<file path="src/rtl/rv32i_pkg.sv">
// Shared rv32i definitions used by the fetch and decode stages.
// Holds the datapath width and the fetch-entry bundle layout.
package rv32i_pkg;

    localparam int XLEN        = 32;
    localparam int INSTR_BYTES = 4;

    typedef struct packed {
        logic [XLEN-1:0] pc;
        logic [XLEN-1:0] instr;
    } fetch_entry_t;

endpackage

</file>
<file path="src/rtl/fetch_queue_fifo.sv">
// Synchronous circular prefetch buffer with push, pop and flush.
// Works for any depth of 2 or more, not just powers of two.
module fetch_fifo #(
    parameter int W     = 64,
    parameter int DEPTH = 4
) (
    input  logic                       clk,
    input  logic                       rst,
    input  logic                       flush,
    input  logic                       push,
    input  logic [W-1:0]               push_data,
    input  logic                       pop,
    output logic [W-1:0]               head,
    output logic [$clog2(DEPTH+1)-1:0] count
);
    import rv32i_pkg::*;

    localparam int PW = $clog2(DEPTH);

    logic [W-1:0]  mem [DEPTH];
    logic [PW-1:0] rd_ptr;
    logic [PW-1:0] wr_ptr;
    logic          do_pop;

    function automatic logic [PW-1:0] nxt(input logic [PW-1:0] p);
        return (p == PW'(DEPTH - 1)) ? '0 : p + PW'(1);
    endfunction

    assign do_pop = pop && (count != '0);
    assign head   = mem[rd_ptr];

    always_ff @(posedge clk) begin
        if (rst || flush) begin
            rd_ptr <= '0;
            wr_ptr <= '0;
            count  <= '0;
        end else begin
            if (push) wr_ptr <= nxt(wr_ptr);
            if (do_pop) rd_ptr <= nxt(rd_ptr);
            unique case ({push, do_pop})
                2'b10:   count <= count + 1'b1;
                2'b01:   count <= count - 1'b1;
                default: count <= count;
            endcase
        end
    end

    always_ff @(posedge clk) begin
        if (push && !rst && !flush) mem[wr_ptr] <= push_data;
    end

endmodule

</file>
<file path="src/rtl/fetch_queue.sv">
// Instruction-fetch front end: PC, request credits and prefetch queue.
// Redirects flush the queue and drop responses already in flight.
module fetch_queue #(
    parameter int               XLEN     = rv32i_pkg::XLEN,
    parameter int               DEPTH    = 4,
    parameter logic [XLEN-1:0]  RESET_PC = '0
) (
    input  logic            clk,
    input  logic            rst,
    output logic            imem_req_valid,
    input  logic            imem_req_ready,
    output logic [XLEN-1:0] imem_addr,
    input  logic            imem_resp_valid,
    input  logic [XLEN-1:0] imem_resp_data,
    output logic            instr_valid,
    input  logic            instr_ready,
    output logic [XLEN-1:0] instr,
    output logic [XLEN-1:0] instr_pc,
    input  logic            redirect_valid,
    input  logic [XLEN-1:0] redirect_pc
);
    import rv32i_pkg::*;

    localparam int CW = $clog2(DEPTH + 1);

    logic [XLEN-1:0]   pc;
    logic [XLEN-1:0]   resp_pc;
    logic [CW-1:0]     outstanding;
    logic [CW-1:0]     discard;
    logic [CW-1:0]     count;
    logic [CW:0]       credit_sum;
    logic [2*XLEN-1:0] head;
    logic [XLEN-1:0]   target;
    logic              accept;
    logic              resp_ok;
    logic              push;
    logic              pop;

    // In-flight requests reserve queue slots, so a push never overflows.
    assign credit_sum     = {1'b0, count} + {1'b0, outstanding};
    assign imem_req_valid = !rst && !redirect_valid
                            && (credit_sum < (CW+1)'(DEPTH));
    assign imem_addr      = pc;
    assign accept         = imem_req_valid && imem_req_ready;
    assign resp_ok        = imem_resp_valid && (outstanding != '0);
    assign push           = resp_ok && !redirect_valid && (discard == '0);
    assign instr_valid    = !rst && (count != '0);
    assign pop            = instr_valid && instr_ready && !redirect_valid;
    assign instr          = instr_valid ? head[XLEN-1:0] : '0;
    assign instr_pc       = instr_valid ? head[2*XLEN-1:XLEN] : '0;
    assign target         = {redirect_pc[XLEN-1:2], 2'b00};

    fetch_fifo #(
        .W     (2 * XLEN),
        .DEPTH (DEPTH)
    ) u_fifo (
        .clk       (clk),
        .rst       (rst),
        .flush     (redirect_valid),
        .push      (push),
        .push_data ({resp_pc, imem_resp_data}),
        .pop       (pop),
        .head      (head),
        .count     (count)
    );

    always_ff @(posedge clk) begin
        if (rst) begin
            pc          <= RESET_PC;
            resp_pc     <= RESET_PC;
            outstanding <= '0;
            discard     <= '0;
        end else if (redirect_valid) begin
            pc          <= target;
            resp_pc     <= target;
            outstanding <= outstanding - CW'(resp_ok);
            discard     <= outstanding - CW'(resp_ok);
        end else begin
            if (accept) pc <= pc + XLEN'(INSTR_BYTES);
            outstanding <= outstanding + CW'(accept) - CW'(resp_ok);
            if (resp_ok) begin
                if (discard != '0) discard <= discard - 1'b1;
                else resp_pc <= resp_pc + XLEN'(INSTR_BYTES);
            end
        end
    end

endmodule

</file>
<file path="config.mk">
export PLATFORM = sky130hd
export DESIGN_NAME = fetch_queue
export DESIGN_NICKNAME = d
export VERILOG_FILES = /design/src/rtl/rv32i_pkg.sv /design/src/rtl/fetch_queue_fifo.sv /design/src/rtl/fetch_queue.sv
export SDC_FILE = /design/constraint.sdc
export NUM_CORES = 1
export LEC_CHECK = 0
export CORE_MARGIN = 2
export CORE_UTILIZATION = 55
export CTS_BUF_LIST = sky130_fd_sc_hd__clkbuf_4 sky130_fd_sc_hd__clkbuf_8
export CTS_CLUSTER_SIZE = 8
export DETAILED_ROUTE_END_ITERATION = 6
export PLACE_DENSITY_LB_ADDON = 0.12
export RECOVER_POWER = 50
export SLEW_MARGIN = 10
export SYNTH_ARGS = -nofsm -noshare
export SYNTH_HDL_FRONTEND = slang
export SYNTH_SLANG_ARGS = --single-unit
</file>
<file path="constraint.sdc">
create_clock -name clk -period 7.5 [get_ports clk]
set_input_delay 0.75 -clock clk [delete_from_list [all_inputs] [get_ports clk]]
set_output_delay 0.75 -clock clk [all_outputs]
set_load 0.005 [all_outputs]
</file>
==> flow_summary.toml <==
[critical_path]
critPathMaxFanout = 72
critPathLaunchType = "primary input"
critPathBufInv = 4
worstReg2RegStart = "outstanding[2]"
crit_type = "primary input to register"
required_ns = 7.94
path_delay_family = "buffers and inverters"
path_cells = "dlygate4sd3_1 > clkbuf_1 > clkinv_1 > clkbuf_1 > nor2_1 > nand2_1 > o21ai_0 > mux2_2"
crit_arrival_ns = 5.34
critPathLaunch = "redirect_valid"
end_kind = "register"
crit_path_frequent_cell = "clkbuf_1"
cpPeakStageDelay_ns = 2.22
cp_slowest_cell = "clkbuf_1"

[logic_synthesis]
synthArstFlopShare = 0
synthCells = 928
synthDistinctLibCells = 57
ys_seq_area_frac = 0.6579
synth-edff-count = 248
ys.flop_type = "edfxtp_1"
yosysWarnings = 0
mappedNetlistArea_sq_mm = 0.01360
ys_ff_latch = 323
syn-mean-instance-area_sq_um = 14.66

[drt]
drcViolationCount = 0
vias_per_cell = 5.760
wl_microns = 28380
drtIter0Drc = 625
drtPass1Iterations = 5
wl_per_cell_microns = 19.38
vias = 8433
ant_nets = 0

[timing]
setup_tns_ns = 0
fmax_mhz = 203.9
worst_pin_slew_ns = 3.109
skew_ns = 0.02038
relSlewSlack = -1.072
rsz0062_at_grt = "no"
period_needed_ns = 4.904
finalWorstSetupSlack_ns = 2.596
hold_viol = 0
setup_viol = 0
fin_crit_sh = 0.6538
drv_slew = 109
timing.hold.ws_ns = 0.5091

[global_route]
overflow = 0
antenna_found_initial = 0
groute.usage.overall = 0.2208
grt_max_degree = 73
grt_pass1_vias = 8343
grt_first_pass_wirelength_microns = 44980

[pwr]
p_seq_frac = 0.531
p_int_uw = 2993
p_leak_uw = 0.005431
power_uw = 3875
p_switching_uw = 882.1
p_comb_frac = 0.090
max-vdd-ir-drop_uv = 117.5
clock_power_share = 0.379
p_per_area_mw_per_mm2 = 235.0
swShare = 0.2277

[cts]
htreeDepth = 2
cts_buffer_depth = 3
clkTransAtPathRegs_ns = 0.06
cts_setup_buffers = 0
cts_tree = "built"
clkLatencyLatePin_ns = 0.56
cts_sinks = 323
ctsResizeCount = 0
cts_made_buffers = 50
root_buffer = "clkbuf_8"
ctsHoldBuffers = 0

[placed_design]
gp_congestion = 0.8791
io_buffers = 161
hpwl_microns = 17120
place_ws_ns = 2.916

[hold_path]
holdCritStartpoint = "resp_pc[31]"
hold_class = "register to register"

[final_layout]
diodes = 0
register_area_sq_mm = 0.008954
drive_gt1_frac = 0.1535
fin_util = 0.6780
multiInputGateArea_sq_mm = 0.004350
final_nets = 1190
area_growth_syn_to_layout_pct = 21.23
nFillCells = 1694

[die]
coreArea_sq_mm = 0.02432
initial_core_util = 0.5593
die_x_microns = 161.3
ios = 168
rows = 57
die_height_microns = 161.3
dieArea_sq_mm = 0.02600

[job]
cap_violations = 2

[run_status]
status = "complete, but fails checks"
violations = "max-capacitance violations, max-slew violations"
-- power groups by stage --
stage / logic [uW] / registers (uW) / clock network (uW)
finish: 348 / 2060 / 1470
global route: 387 / 2070 / 1590
CTS: 358 / 2060 / 1500
detailed placement: 355 / 2090 / 0
global placement: 351 / 2090 / 0
floorplan: 222 / 2070 / 0
-- final cells by class --
class	count	share of cell area
Clock buffer	83	0.05752
Clock inverter	7	0.004097
Inverter	22	0.005008
Multi-Input combinational cell	533	0.2638
Sequential cell	323	0.5430
Tap cell	324	0.02458
Timing Repair Buffer	172	0.1020
-- routing by layer --
metal | up-vias | GRT usage | share of wire
met2 | 326 | 0.3486 | 0.47
met1 | 4140 | 0.3195 | 0.44
met3 | 47 | 0.04032 | 0.067
met4 | 0 | 0.06453 | 0.020
met5 | - | 0 | 0
li1 | 3920 | - | -
-- final timing paths --
path | cells past startpoint | endpoint | slack (ns)
hold reg to reg | 0 | u_fifo.mem[2][63] | 0.51
setup reg to reg | 12 | outstanding[2] | 3.67
hold / removal | 0 | u_fifo.mem[2][63] | 0.51
setup / recovery | 8 | imem_addr[30] | 2.60
-- synth_stat cells, types with 2 or more instances --
master	instances	area share
nor2_1	55	0.015
a2bb2oi_1	2	0.0013
a311oi_1	7	0.0045
xor2_1	10	0.0064
fa_1	2	0.0029
mux2i_1	2	0.0015
a21oi_1	28	0.010
clkbuf_1	34	0.0094
or4_1	2	0.0011
a31oi_1	19	0.0087
nand2_1	54	0.015
o211ai_1	3	0.0017
and4_1	5	0.0032
nor3_1	13	0.0048
a211oi_1	21	0.012
mux2_2	3	0.0025
dfxtp_1	75	0.11
xnor2_1	24	0.015
nor4_1	12	0.0055
nand4_1	19	0.0087
or2_2	2	0.00092
nand3b_1	3	0.0017
and2_1	66	0.030
o22ai_1	2	0.00092
ha_1	16	0.015
nand3_1	22	0.0081
mux4_2	62	0.10
buf_1	3	0.00083
or3_1	14	0.0064
inv_1	20	0.0055
nand2b_1	4	0.0018
edfxtp_1	248	0.55
inv_2	2	0.00055
and3_1	12	0.0055
o21ai_0	23	0.0085
buf_2	10	0.0037
o311ai_0	2	0.0013
o31a_1	3	0.0019
mux2_1	2	0.0017
buf_4	5	0.0028
-- sequential cells by signal, indices dropped and copies added (netlist names), named ones only --
name,flops
u_fifo.mem,248
imem_addr,30
resp_pc,30
discard,3
outstanding,3
u_fifo.count,3
u_fifo.rd_ptr,2
u_fifo.wr_ptr,2
-- cells by family after synthesis --
logic type,after synthesis,synth area share
adder cells (fa/ha/maj),18,0.01766
XOR/XNOR,34,0.02189
AND/OR/NAND/NOR,291,0.1151
other,1,0.0002757
multiplexers,69,0.1083
buffers and inverters,75,0.02355
flip-flops,323,0.6579
AO/OA/AOI/OAI,117,0.05538
-- stage by stage --
step           std cells  cell area [sq um]
3_3_place_gp        1374              15490
2_1_floorplan        931              13610
5_1_grt             1464              16490
6_report            1464              16490
3_5_place_dp        1374              15490
4_1_cts             1464              16500
-- cells in the final DEF, fill, tap and decap left out, drive strengths merged, types with 2 or more instances in the layout --
| cell type | count |
|---|---|
| a211oi | 21 |
| a21oi | 29 |
| a2bb2oi | 2 |
| a311oi | 7 |
| a31oi | 19 |
| and2 | 66 |
| and3 | 12 |
| and4 | 5 |
| buf | 10 |
| clkbuf | 85 |
| clkdlybuf4s50 | 97 |
| clkinv | 5 |
| conb | 4 |
| dfxtp | 75 |
| dlygate4sd3 | 63 |
| edfxtp | 248 |
| fa | 2 |
| ha | 16 |
| inv | 23 |
| mux2 | 5 |
| mux2i | 2 |
| mux4 | 62 |
| nand2 | 54 |
| nand2b | 4 |
| nand3 | 22 |
| nand3b | 3 |
| nand4 | 20 |
| nor2 | 56 |
| nor3 | 13 |
| nor4 | 14 |
| o211ai | 3 |
| o21ai | 23 |
| o22ai | 2 |
| o311ai | 2 |
| o31a | 3 |
| or2 | 2 |
| or3 | 14 |
| or4 | 2 |
| xnor2 | 24 |
| xor2 | 10 |
(Power assumes the default switching activity.)
